$ cat config.mk
export PLATFORM = sky130hd
export DESIGN_NAME = axi_lite_initiator_flat
export DESIGN_NICKNAME = d
export VERILOG_FILES = /design/src/rtl/axi_lite_pkg.sv /design/src/rtl/axi_lite_initiator_if.sv /design/src/rtl/axi_lite_initiator.sv /design/src/flat_wrapper.sv
export SDC_FILE = /design/constraint.sdc
export NUM_CORES = 1
export LEC_CHECK = 0
export CELL_PAD_IN_SITES_DETAIL_PLACEMENT = 1
export CELL_PAD_IN_SITES_GLOBAL_PLACEMENT = 1
export CORE_MARGIN = 2
export CORE_UTILIZATION = 23
export DETAILED_ROUTE_END_ITERATION = 10
export PLACE_DENSITY_LB_ADDON = 0.15
export SETUP_SLACK_MARGIN = 0.1
export SLEW_MARGIN = 20
export SYNTH_ARGS = -nofsm -noshare
export SYNTH_HDL_FRONTEND = slang
export SYNTH_SLANG_ARGS = --single-unit
export TNS_END_PERCENT = 5
$ cat constraint.sdc
create_clock -name axis_clk -period 3.6 [get_ports axis_clk]
set_input_delay 1.08 -clock axis_clk [delete_from_list [all_inputs] [get_ports axis_clk]]
set_output_delay 1.08 -clock axis_clk [all_outputs]
set_load 0.01 [all_outputs]
$ cat src/rtl/axi_lite_pkg.sv
// Shared AXI-Lite definitions: response codes, data width and the
// initiator state encoding used by axi_lite_initiator.
package axi_lite_pkg;

    localparam int DATA_WIDTH = 32;

    localparam logic [1:0] RESP_OKAY   = 2'b00;
    localparam logic [1:0] RESP_EXOKAY = 2'b01;
    localparam logic [1:0] RESP_SLVERR = 2'b10;
    localparam logic [1:0] RESP_DECERR = 2'b11;

    typedef enum logic [2:0] {
        ST_IDLE    = 3'd0,
        ST_WR_REQ  = 3'd1,
        ST_WR_RESP = 3'd2,
        ST_RD_REQ  = 3'd3,
        ST_RD_DATA = 3'd4,
        ST_RESP    = 3'd5
    } init_state_t;

endpackage

$ cat src/rtl/axi_lite_initiator_if.sv
// AXI-Lite five-channel bundle (AW, W, B, AR, R).
// master drives addresses, write data, valids and response readies.
interface axi_lite_initiator_if
    import axi_lite_pkg::*;
#(
    parameter int ADDR_WIDTH = 32
) ();

    logic [ADDR_WIDTH-1:0] axis_waddr;
    logic                  axis_waddr_valid;
    logic                  axis_waddr_ready;

    logic [DATA_WIDTH-1:0] axis_wdata;
    logic                  axis_wdata_valid;
    logic                  axis_wdata_ready;

    logic [1:0]            axis_bresp;
    logic                  axis_bresp_valid;
    logic                  axis_bresp_ready;

    logic [ADDR_WIDTH-1:0] axis_raddr;
    logic                  axis_raddr_valid;
    logic                  axis_raddr_ready;

    logic [DATA_WIDTH-1:0] axis_rdata;
    logic [1:0]            axis_rresp;
    logic                  axis_rdata_valid;
    logic                  axis_rdata_ready;

    modport master (
        output axis_waddr, axis_waddr_valid,
        input  axis_waddr_ready,
        output axis_wdata, axis_wdata_valid,
        input  axis_wdata_ready,
        input  axis_bresp, axis_bresp_valid,
        output axis_bresp_ready,
        output axis_raddr, axis_raddr_valid,
        input  axis_raddr_ready,
        input  axis_rdata, axis_rresp, axis_rdata_valid,
        output axis_rdata_ready
    );

    modport slave (
        input  axis_waddr, axis_waddr_valid,
        output axis_waddr_ready,
        input  axis_wdata, axis_wdata_valid,
        output axis_wdata_ready,
        output axis_bresp, axis_bresp_valid,
        input  axis_bresp_ready,
        input  axis_raddr, axis_raddr_valid,
        output axis_raddr_ready,
        output axis_rdata, axis_rresp, axis_rdata_valid,
        input  axis_rdata_ready
    );

endinterface

$ cat src/rtl/axi_lite_initiator.sv
// Single-outstanding AXI-Lite initiator: cmd_* in, rsp_* out, AXI on axis.
// Ports: axis_clk/axis_rst_n, cmd/rsp handshakes, busy, axis (master).
module axi_lite_initiator
    import axi_lite_pkg::*;
#(
    parameter int ADDR_WIDTH = 32
) (
    input  logic                  axis_clk,
    input  logic                  axis_rst_n,
    input  logic                  cmd_valid,
    output logic                  cmd_ready,
    input  logic                  cmd_write,
    input  logic [ADDR_WIDTH-1:0] cmd_addr,
    input  logic [DATA_WIDTH-1:0] cmd_wdata,
    output logic                  rsp_valid,
    input  logic                  rsp_ready,
    output logic                  rsp_write,
    output logic [DATA_WIDTH-1:0] rsp_rdata,
    output logic [1:0]            rsp_resp,
    output logic                  busy,
    axi_lite_initiator_if.master  axis
);

    init_state_t state_q;
    init_state_t state_d;

    logic aw_done;
    logic w_done;

    logic cmd_hs;
    logic aw_hs;
    logic w_hs;
    logic b_hs;
    logic ar_hs;
    logic r_hs;
    logic rsp_hs;

    assign cmd_hs = cmd_valid && cmd_ready;
    assign aw_hs  = axis.axis_waddr_valid && axis.axis_waddr_ready;
    assign w_hs   = axis.axis_wdata_valid && axis.axis_wdata_ready;
    assign b_hs   = axis.axis_bresp_valid && axis.axis_bresp_ready;
    assign ar_hs  = axis.axis_raddr_valid && axis.axis_raddr_ready;
    assign r_hs   = axis.axis_rdata_valid && axis.axis_rdata_ready;
    assign rsp_hs = rsp_valid && rsp_ready;

    always_ff @(posedge axis_clk or negedge axis_rst_n) begin
        if (!axis_rst_n) begin
            state_q <= ST_IDLE;
        end else begin
            state_q <= state_d;
        end
    end

    // A done flag or a handshake this cycle both count as finished,
    // so AW and W landing together still leave in one step.
    always_comb begin
        state_d = state_q;
        unique case (state_q)
            ST_IDLE: begin
                if (cmd_hs) begin
                    state_d = cmd_write ? ST_WR_REQ : ST_RD_REQ;
                end
            end
            ST_WR_REQ: begin
                if ((aw_done || aw_hs) && (w_done || w_hs)) begin
                    state_d = ST_WR_RESP;
                end
            end
            ST_WR_RESP: begin
                if (b_hs) begin
                    state_d = ST_RESP;
                end
            end
            ST_RD_REQ: begin
                if (ar_hs) begin
                    state_d = ST_RD_DATA;
                end
            end
            ST_RD_DATA: begin
                if (r_hs) begin
                    state_d = ST_RESP;
                end
            end
            ST_RESP: begin
                if (rsp_hs) begin
                    state_d = ST_IDLE;
                end
            end
            default: state_d = ST_IDLE;
        endcase
    end

    // Every output is a flop loaded from the next state, so nothing
    // combinational reaches the ports.
    always_ff @(posedge axis_clk or negedge axis_rst_n) begin
        if (!axis_rst_n) begin
            cmd_ready             <= 1'b1;
            busy                  <= 1'b0;
            rsp_valid             <= 1'b0;
            rsp_write             <= 1'b0;
            rsp_rdata             <= '0;
            rsp_resp              <= '0;
            aw_done               <= 1'b0;
            w_done                <= 1'b0;
            axis.axis_waddr       <= '0;
            axis.axis_waddr_valid <= 1'b0;
            axis.axis_wdata       <= '0;
            axis.axis_wdata_valid <= 1'b0;
            axis.axis_bresp_ready <= 1'b0;
            axis.axis_raddr       <= '0;
            axis.axis_raddr_valid <= 1'b0;
            axis.axis_rdata_ready <= 1'b0;
        end else begin
            cmd_ready             <= (state_d == ST_IDLE);
            busy                  <= (state_d != ST_IDLE);
            rsp_valid             <= (state_d == ST_RESP);
            axis.axis_bresp_ready <= (state_d == ST_WR_RESP);
            axis.axis_raddr_valid <= (state_d == ST_RD_REQ);
            axis.axis_rdata_ready <= (state_d == ST_RD_DATA);

            if (cmd_hs) begin
                aw_done <= 1'b0;
                w_done  <= 1'b0;
                if (cmd_write) begin
                    axis.axis_waddr       <= cmd_addr;
                    axis.axis_wdata       <= cmd_wdata;
                    axis.axis_waddr_valid <= 1'b1;
                    axis.axis_wdata_valid <= 1'b1;
                end else begin
                    axis.axis_raddr <= cmd_addr;
                end
            end

            if (aw_hs) begin
                axis.axis_waddr_valid <= 1'b0;
                aw_done               <= 1'b1;
            end

            if (w_hs) begin
                axis.axis_wdata_valid <= 1'b0;
                w_done                <= 1'b1;
            end

            if (b_hs) begin
                rsp_write <= 1'b1;
                rsp_rdata <= '0;
                rsp_resp  <= axis.axis_bresp;
            end

            if (r_hs) begin
                rsp_write <= 1'b0;
                rsp_rdata <= axis.axis_rdata;
                rsp_resp  <= axis.axis_rresp;
            end
        end
    end

endmodule

$ cat src/flat_wrapper.sv
// flat-port wrapper written by rule: the top's interface ports become plain ports
module axi_lite_initiator_flat import axi_lite_pkg::*;
#(
    parameter int ADDR_WIDTH = 32
)
  (axis_clk, axis_rst_n, cmd_valid, cmd_ready, cmd_write, cmd_addr, cmd_wdata, rsp_valid, rsp_ready, rsp_write, rsp_rdata, rsp_resp, busy, axis_axis_waddr, axis_axis_waddr_valid, axis_axis_waddr_ready, axis_axis_wdata, axis_axis_wdata_valid, axis_axis_wdata_ready, axis_axis_bresp, axis_axis_bresp_valid, axis_axis_bresp_ready, axis_axis_raddr, axis_axis_raddr_valid, axis_axis_raddr_ready, axis_axis_rdata, axis_axis_rresp, axis_axis_rdata_valid, axis_axis_rdata_ready);
  axi_lite_initiator_if #(.ADDR_WIDTH(ADDR_WIDTH)) axis_i ();
  input  logic axis_clk;
  input  logic axis_rst_n;
  input  logic cmd_valid;
  output logic cmd_ready;
  input  logic cmd_write;
  input  logic [ADDR_WIDTH-1:0] cmd_addr;
  input  logic [DATA_WIDTH-1:0] cmd_wdata;
  output logic rsp_valid;
  input  logic rsp_ready;
  output logic rsp_write;
  output logic [DATA_WIDTH-1:0] rsp_rdata;
  output logic [1:0] rsp_resp;
  output logic busy;
  output wire logic [$bits(axis_i.axis_waddr)-1:0] axis_axis_waddr;
  output wire logic [$bits(axis_i.axis_waddr_valid)-1:0] axis_axis_waddr_valid;
  input wire logic [$bits(axis_i.axis_waddr_ready)-1:0] axis_axis_waddr_ready;
  output wire logic [$bits(axis_i.axis_wdata)-1:0] axis_axis_wdata;
  output wire logic [$bits(axis_i.axis_wdata_valid)-1:0] axis_axis_wdata_valid;
  input wire logic [$bits(axis_i.axis_wdata_ready)-1:0] axis_axis_wdata_ready;
  input wire logic [$bits(axis_i.axis_bresp)-1:0] axis_axis_bresp;
  input wire logic [$bits(axis_i.axis_bresp_valid)-1:0] axis_axis_bresp_valid;
  output wire logic [$bits(axis_i.axis_bresp_ready)-1:0] axis_axis_bresp_ready;
  output wire logic [$bits(axis_i.axis_raddr)-1:0] axis_axis_raddr;
  output wire logic [$bits(axis_i.axis_raddr_valid)-1:0] axis_axis_raddr_valid;
  input wire logic [$bits(axis_i.axis_raddr_ready)-1:0] axis_axis_raddr_ready;
  input wire logic [$bits(axis_i.axis_rdata)-1:0] axis_axis_rdata;
  input wire logic [$bits(axis_i.axis_rresp)-1:0] axis_axis_rresp;
  input wire logic [$bits(axis_i.axis_rdata_valid)-1:0] axis_axis_rdata_valid;
  output wire logic [$bits(axis_i.axis_rdata_ready)-1:0] axis_axis_rdata_ready;
  assign axis_axis_waddr = axis_i.axis_waddr;
  assign axis_axis_waddr_valid = axis_i.axis_waddr_valid;
  assign axis_i.axis_waddr_ready = axis_axis_waddr_ready;
  assign axis_axis_wdata = axis_i.axis_wdata;
  assign axis_axis_wdata_valid = axis_i.axis_wdata_valid;
  assign axis_i.axis_wdata_ready = axis_axis_wdata_ready;
  assign axis_i.axis_bresp = axis_axis_bresp;
  assign axis_i.axis_bresp_valid = axis_axis_bresp_valid;
  assign axis_axis_bresp_ready = axis_i.axis_bresp_ready;
  assign axis_axis_raddr = axis_i.axis_raddr;
  assign axis_axis_raddr_valid = axis_i.axis_raddr_valid;
  assign axis_i.axis_raddr_ready = axis_axis_raddr_ready;
  assign axis_i.axis_rdata = axis_axis_rdata;
  assign axis_i.axis_rresp = axis_axis_rresp;
  assign axis_i.axis_rdata_valid = axis_axis_rdata_valid;
  assign axis_axis_rdata_ready = axis_i.axis_rdata_ready;
  axi_lite_initiator #(.ADDR_WIDTH(ADDR_WIDTH)) u_core (.axis_clk(axis_clk), .axis_rst_n(axis_rst_n), .cmd_valid(cmd_valid), .cmd_ready(cmd_ready), .cmd_write(cmd_write), .cmd_addr(cmd_addr), .cmd_wdata(cmd_wdata), .rsp_valid(rsp_valid), .rsp_ready(rsp_ready), .rsp_write(rsp_write), .rsp_rdata(rsp_rdata), .rsp_resp(rsp_resp), .busy(busy), .axis(axis_i));
endmodule
# Word-level counts from Yosys, hierarchy flattened
# Index checks and enable logic that the tools add are counted.
[totals]
elab_cells = 70
regBits = 144
out_inout_bits = 139
inputBits = 110
[op_classes]
bitwise_logic = 1
n_eq_ne = 9
muxes = 21
reduce_logical = 22
[ops]
columns = ["cell", "count"]
rows = [
  ["two-way mux 32 bit", 2],
  ["two-way mux 3 bit", 6],
  ["case mux 3 bit (6 select lines)", 1],
  ["== test 3 x 2 -> 1 bit (second input constant)", 4],
  ["== test 3 bit (second input constant)", 4],
  ["nonzero test 2 bit", 5],
  ["two-way mux 1 bit", 9],
  ["logical AND 1 bit", 8],
  ["AND reduction 2 bit", 4],
  ["logical NOT 3 bit", 2],
  ["two-way mux 2 bit", 3],
  ["== test 3 x 1 -> 1 bit (second input constant)", 1],
  ["nonzero test 3 bit", 1],
  ["logical OR 1 bit", 2],
  ["NOT 1 bit", 1],
]

# Depth between registers and ports, before layout
[logic_depth]
depth_word = 6
ltp_mapped = 5
ltp_nobuf = 4

# Least setup slack after synthesis
# Ideal clock, no wire load.
[synth_path]
path_kind = "input port to flip-flop"
startpoint = "in axis_axis_wdata_ready"
endpoint = "reg u_core.busy"
path_buffers = 0
required_time_ns = 3.462
arrival_time_ns = 1.927
setup_slack_ns = 1.535
path_stages = 4
setup_time_ns = 0.138
cell_sequence = "a21o_1 -> a31oi_1 -> o21a_1 -> or4_1"
[synth_between]
elab_chain_len = 6
[synth_lines]
columns = ["element", "line_no", "source"]
rows = [
  ["start: declaration", "flat_wrapper.sv:26", "input wire logic [$bits(axis_i.axis_wdata_ready)-1:0] axis_axis_wdata_ready;"],
  ["logical AND 1 bit", "axi_lite_initiator.sv:40", "assign w_hs = axis.axis_wdata_valid && axis.axis_wdata_ready;"],
  ["logical OR 1 bit", "axi_lite_initiator.sv:65", "if ((aw_done || aw_hs) && (w_done || w_hs)) begin"],
  ["logical AND 1 bit", "axi_lite_initiator.sv:65", ""],
  ["two-way mux 3 bit", "axi_lite_initiator.sv:65", ""],
  ["case mux 3 bit (6 select lines)", "axi_lite_initiator.sv:58", "unique case (state_q)"],
  ["nonzero test 3 bit", "axi_lite_initiator.sv:115", "busy <= (state_d != ST_IDLE);"],
  ["end signal: assignment", "axi_lite_initiator.sv:115", ""],
  ["end: declaration", "axi_lite_initiator.sv:20", "output logic busy,"],
]
# Every way passes these cells.
# A chain may end at the register's enable or synchronous reset.

# Final worst setup path
[layout_path]
startpoint = "reg u_core.cmd_ready"
endpoint = "out cmd_ready"
[layout_lines]
columns = ["element", "line_no", "source"]
rows = [
  ["start: declaration", "axi_lite_initiator.sv:11", "output logic cmd_ready,"],
  ["start signal: assignment", "axi_lite_initiator.sv:114", "cmd_ready <= (state_d == ST_IDLE);"],
  ["end: declaration", "flat_wrapper.sv:11", "output logic cmd_ready;"],
]
# No word-level cell between the ends.

==> flow_metrics.py <==
metrics = {
    "setup_path": {
        "reg2reg_slack_ns": 1.99,
        "reg2reg_depth": 4,
        "crit_family": "flip-flops",
        "critPathKind": "reg -> out",
        "path_cells": "clkdlybuf4s50_1",
        "crit_path_max_fanout": 5,
        "r2r-start": "u_core.axis.axis_rdata_ready",
        "critical_path_arrival_ns": 1.56,
        "slowest_stage": "dfstp_2",
        "critPathLaunchType": "register",
        "worstPathBufferInverterCount": 1,
        "crit_required_ns": 2.52,
        "critPathCaptureType": "primary output",
        "reg2reg_to": "u_core.rsp_rdata[2]",
        "slowest_delay_ns": 0.60,
    },
    "cts": {
        "cts_buffer_depth": 2,
        "htreeDepth": 4,
        "cts_tree": "built",
        "clkLatencyLatePin_ns": 0.41,
        "holdBufCountCts": 0,
        "post_cts_buffers": 0,
        "post_cts_resize_count": 0,
        "clock-sinks": 144,
        "ctsRootBufferMaster": "clkbuf_16",
        "cts.reportedPaths.clkPinSlew_ns": 0.05,
        "cts-buffers-inserted": 17,
    },
    "sta": {
        "fin_tns_setup_ns": 0,
        "timing.final.crit_period_ns": 2.64,
        "clock_skew_ns": 0.00891,
        "hold_violations": 0,
        "setup-violations-final": 0,
        "worst_pin_slew_ns": 0.674,
        "timing.final.crit_share_pct": 73.4,
        "finalHoldWorstSlack_ns": 0.498,
        "slew_headroom_pct": 55.1,
        "timing.final.max_slew_violations": 0,
        "max_freq_mhz": 379,
        "rsz0062_at_grt": "false",
    },
    "route": {
        "drc": 0,
        "drt-initial-drc-count": 71,
        "num_vias": 3884,
        "firstDrtPassIters": 4,
        "routedWlPerCell_microns": 16.8,
        "via_per_inst": 4.19,
        "totalWireLength_mm": 15.6,
        "ant_nets": 0,
    },
    "final_layout": {
        "drive_above_1_share_pct": 24.1,
        "areaGrowthSynthToFinish_pct": 65.1,
        "n_antenna_cell": 0,
        "nets": 705,
        "instances_no_fill": 926,
    },
    "yosys": {
        "synth_edf_count": 0,
        "syn_area_sq_um": 5410,
        "ys_ff_latch": 144,
        "async_flop_share_pct": 100,
        "syn_nets": 450,
        "synthCells": 340,
        "yosysSeqAreaShare_pct": 66.6,
        "synth.distinct_cells": 31,
        "synth_warnings": 0,
        "avgSynthCellArea_sq_um": 15.9,
        "ys.flop_type": "dfrtp_1",
    },
    "floorplan": {
        "row_count": 56,
        "initial_core_util_pct": 23.3,
        "coreArea_sq_um": 23300,
        "dieArea_sq_um": 24800,
        "io_pins": 249,
        "die_w_microns": 157,
        "fp.dieH_microns": 157,
    },
    "min_path": {
        "worst_hold_path.endpoint": "u_core.aw_done",
        "worstHoldStart": "u_core.aw_done",
        "hold_depth": 1,
        "hp-class": "reg -> reg",
    },
    "global_route": {
        "grt_pass1_vias": 4411,
        "grt_usage_pct": 12.5,
        "grt_pass1_wl_mm": 23.6,
        "grt.overflow.total": 0,
        "antenna_found_initial": 1,
        "grt_max_degree": 68,
    },
    "place": {
        "dpl.cell_count": 895,
        "portBuffers": 248,
        "gp_congestion": 0.698,
        "dp_hpwl_mm": 11.2,
    },
    "pwr": {
        "max-vdd-ir-drop_v": 0.000293,
        "p_leak_uw": 0.00377,
        "p_per_area_nw_per_um2": 888,
    },
    "run_status": {
        "outcome": "completed",
    },
    "job": {
        "drv_cap": 0,
    },
}
Yosys cell counts (3+ instances only):
master	number	area share, %
dfrtp_1	143	66
mux2_2	96	20
a22o_1	34	5.5
buf_2	12	1.1
nand2_1	6	0.42
a21oi_1	5	0.46
mux2i_1	4	0.74
buf_1	3	0.21
nand3_1	3	0.28
o21a_1	3	0.42
sequential cells by signal (all words and copies together), names as in the netlist:
register and flops:
u_core.cmd_ready 1, u_core.axis.axis_wdata_valid 1, u_core.state_q 3, u_core.axis.axis_waddr 32, u_core.busy 1, u_core.rsp_rdata 32, u_core.rsp_write 1, u_core.w_done 1
u_core.axis.axis_raddr 32, u_core.axis.axis_waddr_valid 1, u_core.rsp_resp 2, u_core.rsp_valid 1, u_core.axis.axis_rdata_ready 1, u_core.axis.axis_bresp_ready 1, u_core.axis.axis_raddr_valid 1, u_core.axis.axis_wdata 32
u_core.aw_done 1
area by class of cell:
| cell class | count | area [sq um] |
|---|---|---|
| clock buffers | 19 | 453 |
| clock inverters | 12 | 204 |
| fillers | 2429 | 14300 |
| inverters | 1 | 3.75 |
| multi-input cells | 176 | 1730 |
| flip-flops and latches | 144 | 3600 |
| well taps | 319 | 399 |
| repair buffers | 255 | 2550 |
placed cells by master (no fill, tap or decap), types with 3 or more instances in the layout:
cell type,n
a21oi_1,4
a22o_1,34
buf_4,6
bufinv_16,5
clkbuf_16,17
clkdlybuf4s50_1,247
dfrtp_1,143
inv_6,3
mux2_2,96
mux2i_1,4
nand2_1,6
o21a_1,3
stage by stage:
stage	worst slack, ns	total power [uW]	instance area [sq um]	util, %
after global routing	0.907	8420	8940	38.4
after CTS	0.913	8110	8940	38.4
after global placement	0.777	5990	8280	35.6
final	0.959	7940	8940	38.4
after detailed placement	0.750	6070	8280	35.6
after floorplan	1.53	4110	5410	-
routing by layer:
layer	vias to the layer above	GRT usage, %	routed length (microns)
met2	162	21.5	7610
met1	1965	13.9	6270
li1	1744	-	-
met3	13	5.51	1510
met5	-	0	0
met4	0	3.90	172
worst max path at each step:
stage	end	depth (start not counted)	start
after floorplan	u_core.busy	4	axis_axis_wdata_ready
after global placement	u_core.axis.axis_raddr[26]	4	cmd_write
after detailed placement	u_core.rsp_rdata[2]	5	axis_axis_rdata_valid
after CTS	cmd_ready	1	u_core.cmd_ready
after global routing	cmd_ready	1	u_core.cmd_ready
final	cmd_ready	1	u_core.cmd_ready
logic make-up (layout without fill, tap and decap cells):
group / after synthesis / in the layout / share of synthesized area [%]
simple gates: 22 / 22 / 2.29
flops: 144 / 144 / 66.6
compound gates: 54 / 54 / 8.58
buf+inv: 20 / 287 / 1.83
mux: 100 / 100 / 20.7
report_power, final:
| group | switching, uW | internal [uW] |
|---|---|---|
| registers | 436 | 2380 |
| clock network | 696 | 1270 |
| logic | 1170 | 1980 |
Note: power is estimated with default switching activity, not from simulation.
